## src/rtl/enable_handover_if.sv

```systemverilog
// ============================================================================
//  enable_handover_if : request/sample inputs and enable/data outputs of the
//  enable_handover stage.            Revision: 1.0
// ============================================================================
`default_nettype none

interface enable_handover_if #(
  parameter int DATA_W = 8
);
  logic              switch_req;
  logic [DATA_W-1:0] din;
  logic              din_valid;
  logic              enable_1;
  logic              enable_2;
  logic              busy;
  logic              switch_ack;
  logic [DATA_W-1:0] dout;
  logic              dout_valid;
  logic              dout_sel;
  logic [7:0]        clamp_cnt;

  modport master (
    output switch_req, din, din_valid,
    input  enable_1, enable_2, busy, switch_ack,
    input  dout, dout_valid, dout_sel, clamp_cnt
  );

  modport slave (
    input  switch_req, din, din_valid,
    output enable_1, enable_2, busy, switch_ack,
    output dout, dout_valid, dout_sel, clamp_cnt
  );
endinterface

`default_nettype wire

```

## src/rtl/enable_handover.sv

```systemverilog
// ============================================================================
//  enable_handover : make-before-break channel enable handover plus a
//  registered, clamped sample path.   Revision: 1.0
// ============================================================================
`default_nettype none

module enable_handover #(
  parameter int DATA_W   = 8,
  parameter int MAX_DATA = 200,
  parameter int OVERLAP  = 2
) (
  input  wire                 clk,
  input  wire                 reset,
  enable_handover_if.slave    bus
);

  localparam logic [1:0] CH1      = 2'd0;
  localparam logic [1:0] OVL_TO_2 = 2'd1;
  localparam logic [1:0] CH2      = 2'd2;
  localparam logic [1:0] OVL_TO_1 = 2'd3;

  localparam logic [3:0]        OVL_LOAD = 4'(OVERLAP - 1);
  localparam logic [DATA_W-1:0] MAX_VAL  = DATA_W'(MAX_DATA);

  logic [1:0] state;
  logic [1:0] state_nxt;
  logic [3:0] cnt;
  logic [3:0] cnt_nxt;
  logic       ack_nxt;
  logic       over_max;

  always_comb begin
    state_nxt = state;
    cnt_nxt   = cnt;
    ack_nxt   = 1'b0;
    case (state)
      CH1: begin
        if (bus.switch_req) begin
          state_nxt = OVL_TO_2;
          cnt_nxt   = OVL_LOAD;
        end
      end
      OVL_TO_2: begin
        if (cnt == 4'd0) begin
          state_nxt = CH2;
          ack_nxt   = 1'b1;
        end else begin
          cnt_nxt = cnt - 4'd1;
        end
      end
      CH2: begin
        if (bus.switch_req) begin
          state_nxt = OVL_TO_1;
          cnt_nxt   = OVL_LOAD;
        end
      end
      OVL_TO_1: begin
        if (cnt == 4'd0) begin
          state_nxt = CH1;
          ack_nxt   = 1'b1;
        end else begin
          cnt_nxt = cnt - 4'd1;
        end
      end
      default: begin
        state_nxt = CH1;
        cnt_nxt   = 4'd0;
      end
    endcase
  end

  assign over_max = (bus.din > MAX_VAL);

  // Enables are decoded from the next state so they change on the same edge
  // as the state register; the rising enable never lags the falling one.
  always_ff @(posedge clk) begin
    if (reset) begin
      state          <= CH1;
      cnt            <= 4'd0;
      bus.enable_1   <= 1'b1;
      bus.enable_2   <= 1'b0;
      bus.busy       <= 1'b0;
      bus.switch_ack <= 1'b0;
    end else begin
      state          <= state_nxt;
      cnt            <= cnt_nxt;
      bus.enable_1   <= (state_nxt != CH2);
      bus.enable_2   <= (state_nxt != CH1);
      bus.busy       <= (state_nxt == OVL_TO_2) || (state_nxt == OVL_TO_1);
      bus.switch_ack <= ack_nxt;
    end
  end

  always_ff @(posedge clk) begin
    if (reset) begin
      bus.dout       <= '0;
      bus.dout_valid <= 1'b0;
      bus.dout_sel   <= 1'b0;
      bus.clamp_cnt  <= 8'd0;
    end else begin
      bus.dout_valid <= bus.din_valid;
      bus.dout_sel   <= (state == CH2) || (state == OVL_TO_2);
      if (bus.din_valid) begin
        bus.dout <= over_max ? MAX_VAL : bus.din;
        if (over_max && (bus.clamp_cnt != 8'hFF)) begin
          bus.clamp_cnt <= bus.clamp_cnt + 8'd1;
        end
      end
    end
  end

endmodule

`default_nettype wire

```

## src/flat_wrapper.sv

```systemverilog
// flat-port wrapper written by rule: the top's interface ports become plain ports
module enable_handover_flat 
#(
  parameter int DATA_W   = 8,
  parameter int MAX_DATA = 200,
  parameter int OVERLAP  = 2
)
  (clk, reset, bus_switch_req, bus_din, bus_din_valid, bus_enable_1, bus_enable_2, bus_busy, bus_switch_ack, bus_dout, bus_dout_valid, bus_dout_sel, bus_clamp_cnt);
  enable_handover_if #(.DATA_W(DATA_W)) bus_i ();
  input  wire clk;
  input  wire reset;
  input wire logic [$bits(bus_i.switch_req)-1:0] bus_switch_req;
  input wire logic [$bits(bus_i.din)-1:0] bus_din;
  input wire logic [$bits(bus_i.din_valid)-1:0] bus_din_valid;
  output wire logic [$bits(bus_i.enable_1)-1:0] bus_enable_1;
  output wire logic [$bits(bus_i.enable_2)-1:0] bus_enable_2;
  output wire logic [$bits(bus_i.busy)-1:0] bus_busy;
  output wire logic [$bits(bus_i.switch_ack)-1:0] bus_switch_ack;
  output wire logic [$bits(bus_i.dout)-1:0] bus_dout;
  output wire logic [$bits(bus_i.dout_valid)-1:0] bus_dout_valid;
  output wire logic [$bits(bus_i.dout_sel)-1:0] bus_dout_sel;
  output wire logic [$bits(bus_i.clamp_cnt)-1:0] bus_clamp_cnt;
  assign bus_i.switch_req = bus_switch_req;
  assign bus_i.din = bus_din;
  assign bus_i.din_valid = bus_din_valid;
  assign bus_enable_1 = bus_i.enable_1;
  assign bus_enable_2 = bus_i.enable_2;
  assign bus_busy = bus_i.busy;
  assign bus_switch_ack = bus_i.switch_ack;
  assign bus_dout = bus_i.dout;
  assign bus_dout_valid = bus_i.dout_valid;
  assign bus_dout_sel = bus_i.dout_sel;
  assign bus_clamp_cnt = bus_i.clamp_cnt;
  enable_handover #(.DATA_W(DATA_W), .MAX_DATA(MAX_DATA), .OVERLAP(OVERLAP)) u_core (.clk(clk), .reset(reset), .bus(bus_i));
endmodule
```

## config.mk

```make
export PLATFORM = sky130hd
export DESIGN_NAME = enable_handover_flat
export DESIGN_NICKNAME = d
export VERILOG_FILES = /design/src/rtl/enable_handover_if.sv /design/src/rtl/enable_handover.sv /design/src/flat_wrapper.sv
export SDC_FILE = /design/constraint.sdc
export NUM_CORES = 1
export LEC_CHECK = 0
export ABC_AREA = 1
export CAP_MARGIN = 30
export CORE_ASPECT_RATIO = 0.9
export CORE_MARGIN = 4
export CORE_UTILIZATION = 52
export CTS_CLUSTER_DIAMETER = 50
export DETAILED_ROUTE_END_ITERATION = 10
export GPL_TIMING_DRIVEN = 0
export MAX_ROUTING_LAYER = met4
export PLACE_DENSITY = 0.92
export SLEW_MARGIN = 15
export SYNTH_ARGS = -nofsm -noshare
export SYNTH_HDL_FRONTEND = slang
export SYNTH_SLANG_ARGS = --single-unit
```

## constraint.sdc

```tcl
create_clock -name clk -period 3.8 [get_ports clk]
set_input_delay 0.38 -clock clk [delete_from_list [all_inputs] [get_ports clk]]
set_output_delay 0.38 -clock clk [all_outputs]
set_load 0.05 [all_outputs]
```

==> results of run 1 <==
==> state kept, by name, summed over array words and instances (netlist names) <==
register and cells:
u_core.bus.busy 1, u_core.bus.clamp_cnt 8, u_core.bus.dout 8, u_core.bus.dout_sel 1, u_core.bus.dout_valid 1, u_core.bus.enable_1 1, u_core.bus.enable_2 1, u_core.bus.switch_ack 1
u_core.cnt 4, u_core.state 2
==> area by class of cell <==
type                            count  area [µm²]  share of cell area, %
Sequential cell                    28         561                   31.3
Timing Repair Buffer               33         330                   18.4
Inverter                           30         114                   6.35
Buffer                              5        31.3                   1.75
Multi-Input combinational cell    127         668                   37.3
Clock inverter                      1        30.0                   1.68
Clock buffer                        3        22.5                   1.26
Tap cell                           28        35.0                   1.96
==> logic make-up after synthesis <==
| group | count (synthesis) |
|---|---|
| AND/OR/NAND/NOR | 83 |
| buffers and inverters | 35 |
| AO/OA/AOI/OAI | 33 |
| flip-flops | 28 |
| adder cells (fa/ha/maj) | 6 |
| XOR/XNOR | 5 |
==> per-layer routing <==
layer	wire length [µm]	share of wire [%]	GRT usage, %
met1	1330	45	20.2
met2	1390	47	30.3
met3	186	6.3	3.80
met4	42	1.4	8.67
met5	0	0	-
==> how the worst max path moves through the flow <==
| stage | from | end | slack [ps] |
|---|---|---|---|
| floorplan | u_core.bus.clamp_cnt[0] | u_core.bus.clamp_cnt[1] | 2130 |
| global placement | bus_din[7] | u_core.bus.dout[3] | 2050 |
| detailed placement | bus_din[7] | u_core.bus.dout[3] | 2020 |
| CTS | u_core.bus.clamp_cnt[5] | bus_clamp_cnt[5] | 1790 |
| global route | u_core.bus.clamp_cnt[4] | bus_clamp_cnt[4] | 1740 |
| finish | u_core.bus.clamp_cnt[4] | bus_clamp_cnt[4] | 1800 |
==> cells in the final DEF (no fill, tap or decap), drive strengths merged, types with 3 or more instances in the layout <==
| cell | count |
|---|---|
| ha | 6 |
| clkdlybuf4s50 | 33 |
| nand2 | 44 |
| a21oi | 13 |
| nand3 | 10 |
| o21ai | 17 |
| dfxtp | 28 |
| nor3 | 3 |
| clkbuf | 5 |
| buf | 3 |
| o211ai | 3 |
| inv | 29 |
| nor2 | 23 |
| xor2 | 5 |
==> metrics by stage <==
stage,cell area [µm²],utilization (%),hold slack (ps),setup WS (ps),total power [W]
floorplan,1370,-,447,2130,0.000589
global placement,1740,69.9,465,2050,0.000671
detailed placement,1740,69.9,469,2020,0.000680
CTS,1790,72.0,510,1790,0.000879
global route,1790,72.0,542,1740,0.000924
finish,1790,72.0,510,1800,0.000875
==> power groups by stage <==
| stage | combinational, W | sequential, W | clock, W |
|---|---|---|---|
| global route | 0.000349 | 0.000363 | 0.000212 |
| floorplan | 0.000152 | 0.000436 | 0 |
| CTS | 0.000319 | 0.000357 | 0.000202 |
| global placement | 0.000309 | 0.000362 | 0 |
| detailed placement | 0.000317 | 0.000363 | 0 |
| finish | 0.000317 | 0.000358 | 0.000201 |
==> metrics, run 1 <==
EDFF count, synth=0; vias in the first global route=1204; Final Skew=5.34 ps; Finish-stage setup viols=0; DR vias=1282; count leader, synth=nand2_1; startpoint types=flip-flop; crit path DAT=1620 ps; Post-CTS Setup Repair Bufs=0; initial antenna violation count=0; pin count of the biggest net entering global routing=17; Mapped Avg Cell Area=7.23 µm²; H-Tree Depth=1; Hold Vio Cnt, Final=0; # fillers=193; critical path class=reg2out; fmax=499 MHz; status=completed; Hold Path End=u_core.bus.dout[4]; Reg2Reg Capture Point=u_core.cnt[3]; combinational share of power=36.2%; GRT Residual Overflow=0; clock share of power=22.9%; XOR/XNOR share of the synthesized area=3.19%; DRC=0; core footprint=2490 µm²; Max Slew Vio Count=0; Initial DRT Pass Iterations=4; antenna viol nets, final=0; Setup TNS Final=0 ps; cell internal pwr=0.000552 W; syn nets=208; Yosys top cell area share=40.8%; Yosys Warn Count=0; area grow syn2layout=30.4%; clk_lat worst skew=330 ps; WL per Instance=11.6 µm; P_sw=0.000323 W; ys async rst share=0%; RD Place Congestion=0.859; RSZ-0062 raised after global routing=false; CP cell instances=clkdlybuf4s50_1; FF-to-FF path depth=11; required time of the critical path=3420 ps; crit path max fanout=5; max_slew headroom=65.9%; cell count along the critical path=1; Cell Pwr Density=489 nW/µm²; largest family of logic cells by synthesized area=simple AND/OR/NAND/NOR gates; Compound-Gate Fraction of Synth Area=12.6%; register area share after synthesis=40.8%; r2r setup slk=2240 ps; FF+latch count, synth=28; GRT Total Usage=18.0%; R2R Path Start=u_core.state[1]; CTS tree=yes; Vias/cell=5.03; worst slew pin tran=509 ps; Port Buffers=33; Worst path slowest cell=clkdlybuf4s50_1; hold_buf cts=0; cell taking the most area after synthesis=dfxtp_1; VDD IR max=0.000505 V; Max Root-Sink Buffers=2; multiplexer share of the synthesized area=0%; Die Span X=62.2 µm; layout cells sized above 1=7.93%; diode count=0; Finished Layout Cells=255; Yosys cell types=26; Synth Area in Adders=5.46%; clock slew at reported path FFs=160 ps; row count=17; Post-Syn Area=1370 µm²; CTS Buf Count=3; Seq pwr share=40.9%; Mapped Cells=190; max cap viols=0; worst path bufs/invs=1; CP endpoint kind=output port; final WL=2950 µm; Die ar.=3530 µm²; Layout Nets=246; WHS Path Cells=2; Period Utilization, post-route=52.7%; Die Y=56.8 µm; sw frac=36.9%; Tmin final=2000 ps; # IOs=34; hpwl dp=2160 µm; ys flop type=dfxtp_1; drt initial violations=42; top area cells in the synthesized netlist=dfxtp_1 (41%), nand2_1 (11%), inv_1 (7.7%); Post-synth top cells=nand2_1 (40), dfxtp_1 (28), inv_1 (28), nor2_1 (19), a21oi_1 (13); post-cts resize count=0; Top delay family on crit path=buffers and inverters; class of the worst hold path=reg2reg; Synth Area in Simple Gates=27.4%; clock sink total=28; placed cells=251; worst hold start=u_core.bus.dout[4]; Clk Tree Root Cell=clkbuf_4; Initial Util=55.2%; global-route wire length before repair=5090 µm; CP peak stage delay=840 ps; Leakage=0.817 nW
(Power assumes the default switching activity.)
==> inputs of run 2 (changes only) <==
- CORE_UTILIZATION: 52 -> 48
- PLACE_DENSITY: 0.92 -> 0.86
- clock period: 3.8 -> 2 ns (I/O delays scaled with it)
==> run 2 against run 1 <==
  * Utilization down 6.2 points
  * Worst hold slack worse by 96 ps
  * Sequential cell count unchanged
  * Combinational power increased by 89%
  * Critical path type unchanged
  * First-iteration DRC count up 79%
  * Register-to-register slack worse by 1800 ps
  * Clock power increased by 87%
  * Final cell count grew 4.7%
  * Non-clock buffer count unchanged
  * Clock-buffer cell count did not move
  * Via count decreased by 2.1%
==> metrics, run 2 (synthesized netlist as in run 1, its figures left out) <==
fmax=544 MHz; drt initial violations=75; layout cells sized above 1=7.93%; worst path bufs/invs=1; Initial DRT Pass Iterations=4; DRC=0; Pwr Total=0.00165 W; crit path max fanout=6; DR vias=1255; critical path class=reg2out; antenna viol nets, final=0; Layout Nets=246; H-Tree Depth=1; final WL=2780 µm; Vias/cell=4.70; critical path startpoint=u_core.bus.clamp_cnt[5]; cell internal pwr=0.00105 W; sw frac=36.4%; worst hold slack=414 ps; max_slew headroom=65.4%; combinational share of power=36.3%; clock slew at reported path FFs=160 ps; # fillers=261; worst hold start=bus_din[1]; commonest cells after routing, fill and taps aside=nand2_1 (40), clkdlybuf4s50_1 (33), inv_1 (28), dfxtp_1 (28), nor2_1 (19); worst setup margin=163 ps; status=completed; biggest regs=u_core.bus.clamp_cnt (8), u_core.bus.dout (8), u_core.cnt (4); Finish-stage setup viols=0; initial antenna violation count=0; global-route wire length before repair=4620 µm; VDD IR max=0.000569 V; Setup TNS Final=0 ps; Top delay family on crit path=buffers and inverters; Max Root-Sink Buffers=2; hold_buf cts=0; RD Place Congestion=0.784; Post-CTS Setup Repair Bufs=0; hpwl dp=2170 µm; clk_lat worst skew=340 ps; Die Y=58.8 µm; CTS tree=yes; Clk Tree Root Cell=clkbuf_4; max cap viols=0; required time of the critical path=1800 ps; row count=18; pre-CTS setup slack=420 ps; CP endpoint kind=output port; R2R Path Start=u_core.state[1]; commonest non-fill, non-tap cell in the layout=nand2_1; Cell Pwr Density=912 nW/µm²; Hold Vio Cnt, Final=0; Die Span X=64.4 µm; Initial Util=50.0%; P_sw=0.000599 W; CP cell instances=clkdlybuf4s50_1; worst slew pin tran=517 ps; core footprint=2750 µm²; # IOs=34; Die ar.=3780 µm²; Seq pwr share=41.0%; area grow syn2layout=31.5%; vias in the first global route=1077; RSZ-0062 raised after global routing=false; startpoint types=flip-flop; CTS Buf Count=3; clock share of power=22.7%; Max Slew Vio Count=0; crit path DAT=1640 ps; clock sink total=28; Worst path slowest cell=clkdlybuf4s50_1; Port Buffers=33; WL per Instance=10.4 µm; Leakage=0.817 nW; class of the worst hold path=in2reg; post-cts resize count=0; CP peak stage delay=840 ps; Tmin final=1840 ps; GRT Residual Overflow=0; pin count of the biggest net entering global routing=17; Period Utilization, post-route=91.8%; Final Skew=14.3 ps; GRT Total Usage=15.8%; diode count=0
[run 2: cell counts in the layout (fill, tap and decap cells not counted)]
No cell type changed its count.
[run 2: path summary, 6_finish.rpt]
path	end	slack [ps]	cells after the start
setup reg to reg	u_core.cnt[3]	450	11
setup / recovery	bus_clamp_cnt[5]	160	1
hold reg to reg	u_core.bus.dout[3]	500	2
hold / removal	u_core.bus.dout[1]	410	3
[run 2: cell type report]
class	instances	area [µm²]	share of cell area, %
Multi-Input combinational cell	127	668	37.0
Clock buffer	3	22.5	1.25
Buffer	5	31.3	1.73
Inverter	30	114	6.30
Timing Repair Buffer	33	330	18.3
Clock inverter	1	30.0	1.66
Tap cell	40	50.0	2.77
Sequential cell	28	561	31.0
[run 2: stage by stage]
| step | util, % | instance area [µm²] | cells |
|---|---|---|---|
| 6_report | 65.8 | 1810 | 267 |
| 5_1_grt | 65.8 | 1810 | 267 |
| 4_1_cts | 65.8 | 1810 | 267 |
| 3_5_place_dp | 63.8 | 1750 | 263 |
| 3_3_place_gp | 63.8 | 1750 | 263 |
| 2_1_floorplan | - | 1370 | 190 |
[run 2: layer usage]
layer / part of all wire, % / GRT usage [%] / vias to the layer above / wire length (µm)
met5: 0 / - / - / 0
met4: 0.97 / 3.61 / 0 / 27
met3: 5.6 / 4.58 / 4 / 155
met2: 46 / 25.1 / 38 / 1270
met1: 47 / 20.0 / 543 / 1320
li1: - / - / 670 / -
[run 2: power by group through the flow]
stage / logic, W / clock network [W] / registers [W]
3_5_place_dp: 0.000598 / 0 / 0.000688
6_report: 0.000598 / 0.000375 / 0.000675
5_1_grt: 0.000654 / 0.000405 / 0.000687
4_1_cts: 0.000599 / 0.000377 / 0.000676
3_3_place_gp: 0.000586 / 0 / 0.000688
2_1_floorplan: 0.000290 / 0 / 0.000829
